File: src/rtl/cache_pkg.sv
// cache_pkg
// Shared definitions for the cache tag/valid table scan engine:
//   ADDR_W / DEPTH  - table geometry (DEPTH is always 2**ADDR_W)
//   OP_*            - operation encodings carried on the 2-bit op port
//   scan_state_t    - sequencing FSM states
package cache_pkg;

    localparam int ADDR_W = 8;
    localparam int DEPTH  = 1 << ADDR_W;

    localparam logic [1:0] OP_FIND  = 2'b00;
    localparam logic [1:0] OP_FLUSH = 2'b01;
    localparam logic [1:0] OP_COUNT = 2'b10;
    localparam logic [1:0] OP_RSVD  = 2'b11;

    typedef enum logic [1:0] {
        ST_IDLE = 2'b00,
        ST_SCAN = 2'b01,
        ST_DONE = 2'b10
    } scan_state_t;

endpackage

File: src/rtl/cache_table_scan.sv
// cache_table_scan
// Walks the 1-bit cache tag/valid table from index 0 upward on a single
// start request and performs FIND (first entry equal to target), FLUSH
// (write target everywhere) or COUNT (number of entries equal to target).
//
// Ports:
//   clk, rst_n          clock (rising edge) and asynchronous active-low reset
//   start, op, target   request; sampled only while idle
//   busy                high while scanning
//   done                one-cycle completion pulse
//   found, result       operation outcome, held until the next accepted start
//   tbl_we/addr/wd      drive the table write-enable, index and write data
//   tbl_rd              table read data (combinational read of tbl_addr)
//
// tbl_rd feeds only next-state logic; every output is decoded from
// registered state, so there is no combinational path from tbl_rd out.
module cache_table_scan #(
    parameter int ADDR_W = cache_pkg::ADDR_W,
    parameter int DEPTH  = cache_pkg::DEPTH
) (
    input  logic              clk,
    input  logic              rst_n,
    input  logic              start,
    input  logic [1:0]        op,
    input  logic              target,
    output logic              busy,
    output logic              done,
    output logic              found,
    output logic [ADDR_W:0]   result,
    output logic              tbl_we,
    output logic [ADDR_W-1:0] tbl_addr,
    output logic              tbl_wd,
    input  logic              tbl_rd
);
    import cache_pkg::*;

    localparam logic [ADDR_W-1:0] LAST_IDX   = ADDR_W'(DEPTH - 1);
    localparam logic [ADDR_W:0]   DEPTH_WIDE = (ADDR_W + 1)'(DEPTH);

    scan_state_t       state_reg,  state_next;
    logic [ADDR_W-1:0] ptr_reg,    ptr_next;
    logic [ADDR_W:0]   cnt_reg,    cnt_next;
    logic [1:0]        op_reg,     op_next;
    logic              target_reg, target_next;
    logic              found_reg,  found_next;
    logic [ADDR_W:0]   result_reg, result_next;

    logic              match;
    logic              last;
    logic [ADDR_W:0]   count_sum;

    always_ff @(posedge clk or negedge rst_n) begin
        if (!rst_n) begin
            state_reg  <= ST_IDLE;
            ptr_reg    <= '0;
            cnt_reg    <= '0;
            op_reg     <= OP_FIND;
            target_reg <= 1'b0;
            found_reg  <= 1'b0;
            result_reg <= '0;
        end else begin
            state_reg  <= state_next;
            ptr_reg    <= ptr_next;
            cnt_reg    <= cnt_next;
            op_reg     <= op_next;
            target_reg <= target_next;
            found_reg  <= found_next;
            result_reg <= result_next;
        end
    end

    assign match     = (tbl_rd == target_reg);
    assign last      = (ptr_reg == LAST_IDX);
    // Count including the entry under the pointer this cycle, so the final
    // entry is already included when the scan ends.
    assign count_sum = cnt_reg + {{ADDR_W{1'b0}}, match};

    always_comb begin
        state_next  = state_reg;
        ptr_next    = ptr_reg;
        cnt_next    = cnt_reg;
        op_next     = op_reg;
        target_next = target_reg;
        found_next  = found_reg;
        result_next = result_reg;

        case (state_reg)
            ST_IDLE: begin
                if (start) begin
                    op_next     = op;
                    target_next = target;
                    ptr_next    = '0;
                    cnt_next    = '0;
                    found_next  = 1'b0;
                    result_next = '0;
                    // Reserved op completes immediately with a cleared result.
                    state_next  = (op == OP_RSVD) ? ST_DONE : ST_SCAN;
                end
            end

            ST_SCAN: begin
                case (op_reg)
                    OP_FIND: begin
                        if (match) begin
                            found_next  = 1'b1;
                            result_next = {1'b0, ptr_reg};
                            state_next  = ST_DONE;
                        end else if (last) begin
                            found_next  = 1'b0;
                            result_next = '0;
                            state_next  = ST_DONE;
                        end else begin
                            ptr_next = ptr_reg + 1'b1;
                        end
                    end
                    OP_FLUSH: begin
                        if (last) begin
                            found_next  = 1'b1;
                            result_next = DEPTH_WIDE;
                            state_next  = ST_DONE;
                        end else begin
                            ptr_next = ptr_reg + 1'b1;
                        end
                    end
                    OP_COUNT: begin
                        cnt_next = count_sum;
                        if (last) begin
                            found_next  = (count_sum != '0);
                            result_next = count_sum;
                            state_next  = ST_DONE;
                        end else begin
                            ptr_next = ptr_reg + 1'b1;
                        end
                    end
                    default: state_next = ST_DONE;
                endcase
            end

            ST_DONE: state_next = ST_IDLE;

            default: state_next = ST_IDLE;
        endcase
    end

    // Outputs decode registered state only; reset forces tbl_we low at once.
    assign busy     = (state_reg == ST_SCAN);
    assign done     = (state_reg == ST_DONE);
    assign found    = found_reg;
    assign result   = result_reg;
    assign tbl_we   = busy && (op_reg == OP_FLUSH);
    assign tbl_addr = busy ? ptr_reg : '0;
    assign tbl_wd   = tbl_we ? target_reg : 1'b0;

endmodule

File: config.mk
export PLATFORM = sky130hd
export DESIGN_NAME = cache_table_scan
export DESIGN_NICKNAME = d
export VERILOG_FILES = /design/src/rtl/cache_pkg.sv /design/src/rtl/cache_table_scan.sv
export SDC_FILE = /design/constraint.sdc
export NUM_CORES = 1
export LEC_CHECK = 0
export CAP_MARGIN = 20
export CELL_PAD_IN_SITES_DETAIL_PLACEMENT = 1
export CELL_PAD_IN_SITES_GLOBAL_PLACEMENT = 1
export CORE_ASPECT_RATIO = 0.75
export CORE_MARGIN = 2
export CORE_UTILIZATION = 44
export DETAILED_ROUTE_END_ITERATION = 7
export PLACE_DENSITY = 0.89
export SKIP_CTS_REPAIR_TIMING = 1
export SLEW_MARGIN = 30
export SYNTH_ARGS = -nofsm -noshare
export SYNTH_HDL_FRONTEND = slang
export SYNTH_SLANG_ARGS = --single-unit
File: constraint.sdc
create_clock -name clk -period 6.75 [get_ports clk]
set_input_delay 1.35 -clock clk [delete_from_list [all_inputs] [get_ports clk]]
set_output_delay 1.35 -clock clk [all_outputs]
set_load 0.02 [all_outputs]
# After elaboration in Yosys (flattened, before gate mapping)

Index checks and enable logic that the tools add are counted.

$add $sub $neg: 2
Equality and inequality tests: 15
Muxes and demuxes: 29
Reductions and logical operators: 10

Operators by type and width:

| cell                                                   | count |
|---|---|
| two-way mux 9 bit                                      | 6 |
| one-hot mux 9 bit (2 select lines)                     | 2 |
| two-way mux 8 bit                                      | 4 |
| one-hot mux 8 bit (2 select lines)                     | 2 |
| one-hot mux 9 bit (3 select lines)                     | 1 |
| adder 9 x 1 -> 9 bit                                   | 1 |
| inequality test 3 bit (second input constant)          | 3 |
| nonzero test 9 bit                                     | 1 |
| adder 8 x 1 -> 8 bit (second input constant)           | 1 |
| == test 8 bit (second input constant)                  | 1 |
| two-way mux 2 bit                                      | 4 |
| one-hot mux 2 bit (2 select lines)                     | 2 |
| == test 2 bit (second input constant)                  | 3 |
| two-way mux 1 bit                                      | 6 |
| AND reduction 6 bit                                    | 1 |
| == test 2 x 1 -> 1 bit (second input constant)         | 2 |
| zero test 2 bit                                        | 2 |
| inequality test 4 x 1 -> 1 bit (second input constant) | 1 |
| inequality test 4 bit (second input constant)          | 1 |
| AND reduction 4 bit                                    | 1 |
| inequality test 3 x 2 -> 1 bit (second input constant) | 1 |
| one-hot mux 1 bit (3 select lines)                     | 1 |
| AND reduction 3 bit                                    | 1 |
| inequality test 2 x 1 -> 1 bit (second input constant) | 1 |
| 7 further kinds                                        | 7 |

Register bits: 32
Input bits: 7
Output and inout bits: 22
Word-level logic and storage cells: 63

# Logic depth before layout (Yosys ltp)

Gate-level depths: netlist of run 1.

Depth in word-level cells: 6
Mapped depth: 9
Gate-level depth less buffers: 9

# Worst setup path before layout of run 1

No wires, ideal clock.

Kind: input port to flip-flop
From: in tbl_rd
To: reg found_reg (netlist: found)
Setup time: 0.121 ns
Arrival time: 2.939 ns
Data required time: 6.629 ns
Setup slack: 3.690 ns
Stages: 9
Buffers on the path: 0
Cell sequence: xor2_2 inv_1 ha_1 ha_1 or3_1 o21ai_0 and3_1 nand4_1 a22o_1

Longest elaborated chain between the ends: 6
Elaborated cells between the ends (all ways): 9
Classes of those cells: add/sub: 1; eq/ne: 2; mux: 4; reduce/logical: 2

RTL lines:

| element                            | RTL line                | RTL |
|---|---|---|
| start, declared                    | cache_table_scan.sv:33  | `input logic tbl_rd` |
| == test 1 bit *                    | cache_table_scan.sv:72  | `assign match = (tbl_rd == target_reg);` |
| adder 9 x 1 -> 9 bit               | cache_table_scan.sv:76  | `assign count_sum = cnt_reg + {{ADDR_W{1'b0}}, match};` |
| nonzero test 9 bit                 | cache_table_scan.sv:128 | `found_next = (count_sum != '0);` |
| two-way mux 1 bit                  | cache_table_scan.sv:127 | `if (last) begin` |
| one-hot mux 1 bit (3 select lines) | cache_table_scan.sv:102 | `case (op_reg)` |
| one-hot mux 1 bit (2 select lines) | cache_table_scan.sv:87  | `case (state_reg)` |
| end signal, assigned               | cache_table_scan.sv:67  | `found_reg <= found_next;` |
| end, declared                      | cache_table_scan.sv:45  | `logic found_reg, found_next;` |

Mark *: on every way between the ends. The rest lies on a longest branch, timed or not. The select of a mux whose other input is x is not followed.
A chain may end at the register's enable or synchronous reset.

# Final worst setup path of run 1

From: reg state_reg[0]
To: out tbl_wd

Longest elaborated chain between the ends: 3

RTL lines:

| element                | RTL line                | RTL |
|---|---|---|
| start, declared        | cache_table_scan.sv:40  | `scan_state_t state_reg, state_next;` |
| start signal, assigned | cache_table_scan.sv:62  | `state_reg <= state_next;` |
| == test 2 x 1 -> 1 bit | cache_table_scan.sv:146 | `assign busy = (state_reg == ST_SCAN);` |
| logical AND 1 bit      | cache_table_scan.sv:150 | `assign tbl_we = busy && (op_reg == OP_FLUSH);` |
| two-way mux 1 bit      | cache_table_scan.sv:152 | `assign tbl_wd = tbl_we ? target_reg : 1'b0;` |
| end, declared          | cache_table_scan.sv:32  | `output logic tbl_wd,` |

No other way between the ends.

==> results by group, run 1 <==
Cells and area
  • Register Area: 800.8 um^2
  • Area grow syn2layout: 20.05%
  • Area of the multi-input gates: 0.001062 mm^2
  • Layout cells sized above 1: 7.819%
  • Fillers: ~500
  • # diodes: 0
  • Most frequent cells in the layout: 32 x dfrtp_1, 28 x clkdlybuf4s50_1, 24 x nand2_1
  • Most common cell after layout, fill and taps aside: dfrtp_1
  • Layout net count: roughly 260

Outcome
  • Status: finished clean

STA
  • Fmax: approximately 270 MHz
  • RSZ-0062 raised after global routing: no
  • Hold Violations, Final: 0
  • PnR worst setup slack: 3.078 ns
  • Fin crit period: between 3 and 4 ns
  • Fin crit share: roughly 54%
  • Rel. slew slack: about 55%
  • Worst Tran Pin Value: ~0.67 ns
  • Hold Slack: approximately 0.48 ns
  • Slew Limit Fails: 0
  • Layout Skew: around 0.008 ns
  • Final TNS setup: 0 ns
  • Final setup viols: 0

Floorplan
  • # IOs: 29
  • Num rows: 21
  • Initial Utilization: between 40 and 50%
  • Die Area: 0.005024 mm^2
  • Die Y: between 60 and 70 um
  • Core box area: around 0.0044 mm^2
  • Chip width: around 80 um

Synth
  • Warnings from Yosys: 0
  • Post-Synthesis Cells: ~220
  • Yosys cell types: 46
  • Post-synth EDFFs: 0
  • Seq cells post-synth: 32
  • Post-synth top flop: dfrtp_1
  • Post-Syn Area: 0.001966 mm^2
  • Ys async rst share: between 90% and 100%
  • Sequential cell area fraction in the yosys report: approximately two fifths
  • Post-synth net total: around 230
  • Syn avg cell area: just over 9 um^2

Power and ir drop
  • PD cells: 352.4 mW/mm^2
  • Combinational group share of total power: 50.3%
  • Clock share of power: 18.7%
  • Leak: 0.9935 nW
  • Sw power: around 390 uW
  • Switching share of power: a little under half
  • Register share of total power: a little over 30%
  • Maximum VDD drop: about 210 uV
  • Int Pwr: 445.5 uW

CTS
  • CTS tree: done
  • CTS Buf Count: 5
  • Clk sink count: 32
  • Clock latency on the worst-skew pair: 0.29 ns
  • Clock transition at path regs: 0.07 ns
  • Max H-tree Level: 2
  • Clock root cell: clkbuf_8
  • CTS max path bufs: 2

Worst setup path
  • CP arrival: ~2.3 ns
  • R2r startpoint: target_reg
  • CP Max Fanout: 18
  • Startpoint types: flop
  • CP Data Required Time: around 5.4 ns
  • Critical Path Source: state_reg[0]
  • Critical Path End: tbl_wd
  • Worst-case reg-to-reg path depth: 9
  • CP Class: flop to output port
  • Crit end category: output port
  • FF-to-FF End: found
  • Reg2reg setup slack: between 4 and 5 ns

GRT
  • Tot GR Track Use: a little under a quarter
  • Vias in the first global route: about 1700
  • Largest net degree at the start of global routing: 33
  • Global-route wire length before repair: about 8500 um
  • Aggregate global routing overflow: 0
  • Initial antenna violation count: 0

Job
  • # Max-Cap Violations: 0

Drt
  • Via density per instance: about 5.8
  • # DRC: 0
  • Wire per inst: ~18 um
  • 1st-iter DRT viols: 86
  • Antenna Nets Post-Route: 0
  • Total number of vias: 1734
  • Drt total wl: about 5300 um
  • Drt pass-1 iters: 4

Placement
  • Pre-CTS WS: between 2 and 3 ns
  • I/O Buffers: 28
  • DP HPWL: approximately 3700 um
  • Routability Congestion: 0.8081

Hold path
  • HP Class: flop to flop
==> Yosys cell counts (2+ instances only) <==
cell | count | share of area (%)
o22ai_1 | 2 | 0.64
nand2b_1 | 4 | 1.3
a22o_1 | 5 | 2.2
buf_2 | 3 | 0.76
o31ai_1 | 7 | 2.7
a21oi_1 | 9 | 2.3
ha_1 | 7 | 4.5
nor3b_1 | 2 | 0.76
o21ai_2 | 2 | 0.89
and4_1 | 2 | 0.89
clkbuf_1 | 4 | 0.76
nor3_1 | 5 | 1.3
o21ai_0 | 14 | 3.6
nand3_1 | 8 | 2.0
nor4_1 | 4 | 1.3
dfrtp_1 | 32 | 41
and2_1 | 10 | 3.2
mux2_2 | 2 | 1.1
xor2_1 | 5 | 2.2
inv_1 | 6 | 1.1
a311oi_1 | 2 | 0.89
a32oi_1 | 2 | 0.89
and3_1 | 3 | 0.95
xnor2_1 | 9 | 4.0
nand4_1 | 2 | 0.64
nand2_1 | 24 | 4.6
nor2_1 | 21 | 4.0
==> layout make-up <==
cell class / instances / share of cell area, %
clock buffers: 8 / 3.818
inverters: 7 / 1.697
multi-input cells: 166 / 45.02
flip-flops and latches: 32 / 33.93
repair buffers: 30 / 12.51
well taps: 57 / 3.022
==> worst max-delay path, stage by stage, from the launching register on <==
cell and delay (ns):
dfrtp_1 0.50, nand2b_1 0.36, bufinv_8 0.37, and3_2 0.20
clkdlybuf4s50_1 0.59
==> power by group through the flow <==
stage	clock network, mW	registers (mW)	logic [mW]
floorplan	0	0.252	0.310
finish	0.156	0.257	0.419
global route	0.166	0.262	0.455
CTS	0.157	0.257	0.415
detailed placement	0	0.260	0.408
global placement	0	0.259	0.394
==> metal layers <==
metal | global-route usage [%] | up-vias | share of wire, %
met5 | 0 | - | 0
met3 | 5.491 | 11 | 3.7
met2 | 35.66 | 38 | 46
met4 | 9.443 | 0 | 1.9
met1 | 31.71 | 862 | 48
li1 | - | 823 | -
==> per-stage QoR <==
step | area (um^2) | total power [mW] | util, % | instances
final | 2360 | 0.8317 | 53.78 | 300
after global routing | 2360 | 0.8834 | 53.78 | 300
after CTS | 2360 | 0.8293 | 53.78 | 300
after detailed placement | 2270 | 0.6681 | 51.73 | 292
after global placement | 2270 | 0.6530 | 51.73 | 292
after floorplan | 1966 | 0.5628 | - | 215
==> worst min-delay path by stage <==
stage | from | endpoint | slack (ns) | cells past startpoint
final | result[2] | result[2] | 0.48 | 2
after global routing | result[3] | result[3] | 0.52 | 2
after CTS | result[8] | result[8] | 0.48 | 2
after detailed placement | result[8] | result[8] | 0.47 | 2
after global placement | cnt_reg[0] | cnt_reg[0] | 0.46 | 2
after floorplan | cnt_reg[0] | cnt_reg[0] | 0.45 | 2
==> cells by family (layout without fill, tap and decap cells) <==
logic type / Yosys count / in the layout / share of synthesized area (%)
and+or+nand+nor: 90 / 90 / 23.30
AOI/OAI and AO/OA: 50 / 50 / 16.87
DFF: 32 / 32 / 40.74
buffers and inverters: 17 / 45 / 5.219
xor gates and xnor gates: 15 / 15 / 7.066
adders and majority gates: 7 / 7 / 4.456
muxes: 4 / 4 / 2.355
Power figures use the tool's default switching activity.
==> run 2, diff against run 1 <==
--- a/config.mk
+++ b/config.mk
@@ -10,9 +10,9 @@
 export CELL_PAD_IN_SITES_GLOBAL_PLACEMENT = 1
 export CORE_ASPECT_RATIO = 0.75
 export CORE_MARGIN = 2
-export CORE_UTILIZATION = 44
+export CORE_UTILIZATION = 41
 export DETAILED_ROUTE_END_ITERATION = 7
-export PLACE_DENSITY = 0.89
+export PLACE_DENSITY = 0.84
 export SKIP_CTS_REPAIR_TIMING = 1
 export SLEW_MARGIN = 30
 export SYNTH_ARGS = -nofsm -noshare
==> constraint.sdc (replaced) <==
create_clock -name clk -period 3.8 [get_ports clk]
set_input_delay 0.76 -clock clk [delete_from_list [all_inputs] [get_ports clk]]
set_output_delay 0.76 -clock clk [all_outputs]
set_load 0.02 [all_outputs]
==> run 2 against run 1 <==
Global-route usage shrank 2.7 points. Wire length shrank 3.9%. Combinational power is 72% higher. Highest routed layer unchanged. Design area grew 0.74%. Via count shrank 2.9%. Clock power up 110%. Core utilization fell by 1.5 points. First-iteration DRC count is 59% higher. Sequential power rose by 78%. Clock-buffer cell count fell by 2. Worst hold slack improved by 0.0045 ns. Die area increased by 6.9%.
==> results by group, run 2 (synthesis results as in run 1) <==
STA
  • RSZ-0062 raised after global routing: no
  • Fmax: 332.2 MHz
  • Worst Tran Pin Value: 0.7341 ns (+0.06067 ns)
  • Rel. slew slack: 51.06% (-4.0 points)
  • Fin crit share: between 70% and 80%
  • Fin crit period: 3.010 ns
  • Layout Skew: 0.008639 ns (+0.0008202 ns)
  • Final TNS setup: 0 ns (unchanged)
  • Hold Violations, Final: 0 (unchanged)
  • Final setup viols: 0 (unchanged)
  • Slew Limit Fails: 0 (unchanged)

Power and ir drop
  • Register share of total power: 30.3% (-0.6 points)
  • Sw power: 670.1 uW (+74%)
  • Int Pwr: 837.2 uW (+88%)
  • Switching share of power: 44.46% (-2.0 points)
  • Leak: 1.003 nW (+0.97%)
  • Clock share of power: 21.8% (+3.1 points)
  • Combinational group share of total power: 47.9% (-2.4 points)
  • Maximum VDD drop: 423.1 uV (+100%)
  • PD cells: 634.1 mW/mm^2 (+80%)

Worst setup path
  • Reg2reg setup slack: 1.39 ns (-2.91 ns)
  • CP arrival: 2.25 ns (-0.07 ns)
  • Crit end category: output port
  • Startpoint types: flop
  • CP Data Required Time: 3.04 ns (-2.36 ns)
  • CP Class: flop to output port
  • CP Max Fanout: 18 (unchanged)
  • Worst-case reg-to-reg path depth: 6 (-3)

CTS
  • CTS Buf Count: 5 (unchanged)
  • CTS max path bufs: 2 (unchanged)
  • Clock latency on the worst-skew pair: 0.29 ns (about the same)
  • Clock transition at path regs: 0.07 ns (about the same)
  • Clk sink count: 32 (unchanged)
  • Max H-tree Level: 2 (unchanged)
  • Clock root cell: clkbuf_8
  • CTS tree: done

GRT
  • Tot GR Track Use: 20.44% (-2.7 points)
  • Aggregate global routing overflow: 0 (unchanged)
  • Vias in the first global route: 1734 (+2.5%)
  • Global-route wire length before repair: 8680 um (+1.8%)
  • Initial antenna violation count: 0 (unchanged)
  • Largest net degree at the start of global routing: 33 (unchanged)

Placement
  • Placed insts: 292 (unchanged)
  • I/O Buffers: 28 (unchanged)
  • Area after DPL: 0.002270 mm^2 (unchanged)
  • DP HPWL: 3710 um (-0.79%)
  • Routability Congestion: 0.8186 (+1.3%)

Floorplan
  • # IOs: 29 (unchanged)
  • Die Y: 63.97 um (+3.4%)
  • Chip width: 83.95 um (+3.4%)
  • Num rows: 21 (unchanged)
  • Initial Utilization: 43.24% (-1.6 points)
  • Die Area: 0.005370 mm^2 (+6.9%)
  • Core box area: 0.004546 mm^2 (+3.6%)

Drt
  • Wire per inst: 16.86 um (-3.9%)
  • Drt pass-1 iters: 4 (unchanged)
  • Antenna Nets Post-Route: 0 (unchanged)
  • Drt total wl: 5059 um (-3.9%)
  • Total number of vias: 1684 (-2.9%)
  • 1st-iter DRT viols: 137 (+59%)
  • # DRC: 0 (unchanged)
  • Via density per instance: 5.613 (-2.9%)

Outcome
  • Status: finished clean

Cells and area
  • Fin cells: 300 (unchanged)
  • Final instance area: 0.002377 mm^2 (+0.74%)
  • Most frequent cells in the layout: 32 x dfrtp_1, 28 x clkdlybuf4s50_1, 24 x nand2_1
  • Area grow syn2layout: 20.94%
  • Most common cell after layout, fill and taps aside: dfrtp_1
  • Layout cells sized above 1: 8.230% (+0.41 points)
  • Layout net count: 256 (unchanged)
  • Core Util, Final: 52.30% (-1.5 points)
  • # diodes: 0 (unchanged)

Hold path
  • Hold Crit Depth: 2 (unchanged)
  • HP Class: flop to flop

Job
  • # Max-Cap Violations: 0 (unchanged)
run 2: metrics by stage:
step                total power [mW]  worst slack (ns)  hold WS, ns
floorplan                     0.9996             1.330       0.4453
global placement               1.161            0.7029       0.4652
detailed placement             1.178            0.6346       0.4698
CTS                            1.512            0.7785       0.4860
global route                   1.616            0.6956       0.5109
finish                         1.507            0.7897       0.4820
run 2: final cells by class:
class                      count  area (um^2)
clock buffer                   6        72.57
clock inverter                 2        35.03
fill                         534         2168
timing repair buffer          30        295.3
inverter                       7        40.04
sequential                    32        800.8
tap                           57        71.32
multi-input combinational    166         1062
run 2: worst paths after layout:
kind / endpoint / start
max: tbl_wd / state_reg[0]
min reg2reg: result[4] / result[4]
max reg2reg: result[6] / state_reg[0]
min: result[4] / result[4]
min in group asynchronous: result[5] / rst_n
max in group asynchronous: ptr_reg[3] / rst_n
run 2: power by group through the flow:
| stage | combinational [mW] | clock (mW) | sequential (mW) |
|---|---|---|---|
| 2_1_floorplan | 0.551 | 0 | 0.448 |
| 3_3_place_gp | 0.700 | 0 | 0.460 |
| 3_5_place_dp | 0.714 | 0 | 0.464 |
| 4_1_cts | 0.720 | 0.333 | 0.458 |
| 5_1_grt | 0.798 | 0.351 | 0.467 |
| 6_report | 0.721 | 0.329 | 0.457 |
run 2: layer usage:
layer | track usage, % | vias to the layer above | part of all wire, %
met5 | 0 | - | 0
met2 | 31.50 | 44 | 45
met3 | 4.522 | 7 | 4.4
li1 | - | 819 | -
met1 | 29.06 | 814 | 50
met4 | 5.645 | 0 | 0.91
run 2: critical path: stages, from the launching register on:
cell and delay (ns):
dfrtp_1 0.51, nand2b_1 0.32, bufinv_8 0.35, and3_2 0.19, clkdlybuf4s50_1 0.59
==> run 3, diff against run 2 <==
==> constraint.sdc (replaced) <==
create_clock -name clk -period 2.8 [get_ports clk]
set_input_delay 0.56 -clock clk [delete_from_list [all_inputs] [get_ports clk]]
set_output_delay 0.56 -clock clk [all_outputs]
set_load 0.02 [all_outputs]
==> run 3 against run 2 <==
Combinational power is 44% higher. Worst hold slack worse by 0.0068 ns. Clock skew hardly changed. Critical path depth stayed put. Non-clock buffer count is 5 higher. First-iteration DRC count is 25% lower. Die area stayed put. Clock power is 13% higher. Critical endpoint unchanged. Largest cell class unchanged.
==> results by group, run 3 (synthesis results as in run 1) <==
GRT
  • Largest net degree at the start of global routing: 33 (unchanged)
  • Vias in the first global route: 1808 (+4.3%)
  • Aggregate global routing overflow: 0 (unchanged)
  • Global-route wire length before repair: 8997 um (+3.7%)
  • Tot GR Track Use: 21.41% (+0.97 points)
  • Initial antenna violation count: 0 (unchanged)

Worst setup path
  • Startpoint types: flop
  • CP Cell Sequence: nand2b_1, bufinv_8, and3_2, clkdlybuf4s50_1
  • Crit-path slowest cell: clkdlybuf4s50_1
  • CP arrival: 1.98 ns (-0.27 ns)
  • FF-to-FF End: result[3]
  • Worst-case reg-to-reg path depth: 7 (+1)
  • Crit end category: output port
  • Top cell family by delay on the critical path: buffers and inverters
  • CP Class: flop to output port
  • R2r startpoint: op_reg[0]
  • Number of buffers and inverters on the critical path: 2 (unchanged)
  • Crit path largest cell delay: 0.60 ns (about the same)
  • Critical Path Source: state_reg[1]
  • CP Data Required Time: 2.24 ns (-0.80 ns)
  • CP Max Fanout: 18 (unchanged)
  • Reg2reg setup slack: 0.62 ns (-0.77 ns)

STA
  • RSZ-0062 raised after global routing: no
  • Layout Skew: 0.008227 ns (-0.0004120 ns)
  • Fmax: 394.5 MHz
  • PnR worst setup slack: 0.2649 ns (-0.5248 ns)
  • Final TNS setup: 0 ns (unchanged)
  • Fin crit period: approximately 2.5 ns
  • Hold Slack: 0.4752 ns (-0.006830 ns)
  • Fin crit share: around 91%
  • Hold Violations, Final: 0 (unchanged)
  • Worst Tran Pin Value: 0.5583 ns (-0.1757 ns)
  • Rel. slew slack: 62.64% (+12 points)
  • Slew Limit Fails: 0 (unchanged)
  • Final setup viols: 0 (unchanged)

Cells and area
  • Layout net count: 261 (+2.0%)
  • Layout cells sized above 1: 9.677% (+1.4 points)
  • Area grow syn2layout: 21.96%
  • # diodes: 0 (unchanged)
  • Most frequent cells in the layout: 32 x dfrtp_1, 28 x clkdlybuf4s50_1, 24 x nand2_1
  • Final instance area: 0.002397 mm^2 (+0.84%)
  • Most common cell after layout, fill and taps aside: dfrtp_1
  • Core Util, Final: 52.74% (+0.44 points)

Hold path
  • Hold EP: result[0]
  • HP Class: flop to flop
  • Hold Crit Depth: 2 (unchanged)
  • Hold path start: result[0]

Floorplan
  • Num rows: 21 (unchanged)
  • Initial Utilization: 43.24% (unchanged)
  • # IOs: 29 (unchanged)
  • Core box area: 0.004546 mm^2 (unchanged)
  • Die Y: 63.97 um (unchanged)
  • Die Area: 0.005370 mm^2 (unchanged)
  • Chip width: 83.95 um (unchanged)

Drt
  • Via density per instance: 5.649 (+0.64%)
  • Drt total wl: 5375 um (+6.2%)
  • Antenna Nets Post-Route: 0 (unchanged)
  • Wire per inst: 17.62 um (+4.5%)
  • # DRC: 0 (unchanged)
  • Drt pass-1 iters: 4 (unchanged)
  • 1st-iter DRT viols: 103 (-25%)
  • Total number of vias: 1723 (+2.3%)

Power and ir drop
  • Leak: 1.018 nW (+1.5%)
  • Maximum VDD drop: 547.1 uV (+29%)
  • PD cells: 847.8 mW/mm^2 (+34%)

CTS
  • Max H-tree Level: 2 (unchanged)
  • Clk sink count: 32 (unchanged)
  • Clock transition at path regs: 0.07 ns (about the same)
  • CTS Buf Count: 5 (unchanged)
  • Clock root cell: clkbuf_8
  • CTS max path bufs: 2 (unchanged)
  • CTS tree: done
  • Clock latency on the worst-skew pair: 0.29 ns (about the same)

Placement
  • Pre-CTS WS: 0.001357 ns (-0.6332 ns)
  • Routability Congestion: 0.8699 (+6.3%)
  • DP HPWL: 4031 um (+8.7%)
  • Area after DPL: 0.002307 mm^2 (+1.7%)
  • I/O Buffers: 28 (unchanged)

Job
  • # Max-Cap Violations: 0 (unchanged)

Outcome
  • Status: finished clean
## run 3: changes by cell type in the layout (fill, tap and decap cells not counted)
cell,delta
buf_4,+5
bufinv_16,-1
clkbuf_1,+1
clkbuf_8,+1
clkinv_2,-1
## run 3: stage by stage
step	instances	power [mW]
5_1_grt	305	2.176
2_1_floorplan	215	1.357
3_5_place_dp	297	1.667
4_1_cts	305	2.041
6_report	305	2.033
3_3_place_gp	297	1.630
## run 3: how the worst max path moves through the flow
stage	depth (start not counted)	end	slack [ns]
floorplan	9	found	0.53
global placement	10	found	0.11
detailed placement	9	found	0.001
CTS	4	tbl_wd	0.25
global route	4	tbl_wd	0.18
finish	4	tbl_wd	0.26
## run 3: tightest hold or removal path, delay by kind of cell, from the launching register on
| kind | cells | cell delay, ns |
|---|---|---|
| AO/OA/AOI/OAI | 1 | 0.05 |
| flip-flops | 1 | 0.34 |
| AND/OR/NAND/NOR | 1 | 0.05 |
## run 3: power breakdown
group	internal, mW	switching (mW)
registers	0.531	0.0894
logic	0.382	0.660
clock network	0.200	0.170
total	1.11	0.919
## run 3: final cells by class
class | count | area, um^2
fillers | 514 | 2148
multi-input cells | 166 | 1062
flip-flops and latches | 32 | 800.8
repair buffers | 35 | 332.8
clock buffers | 8 | 90.09
well taps | 57 | 71.32
inverters | 7 | 40.04
## run 3: layer usage
layer	global-route usage, %	part of all wire [%]	vias to the layer above
met2	35.80	50	35
met3	4.264	3.9	4
met4	4.839	0.43	0
met1	28.93	46	862
met5	0	0	-
li1	-	-	822
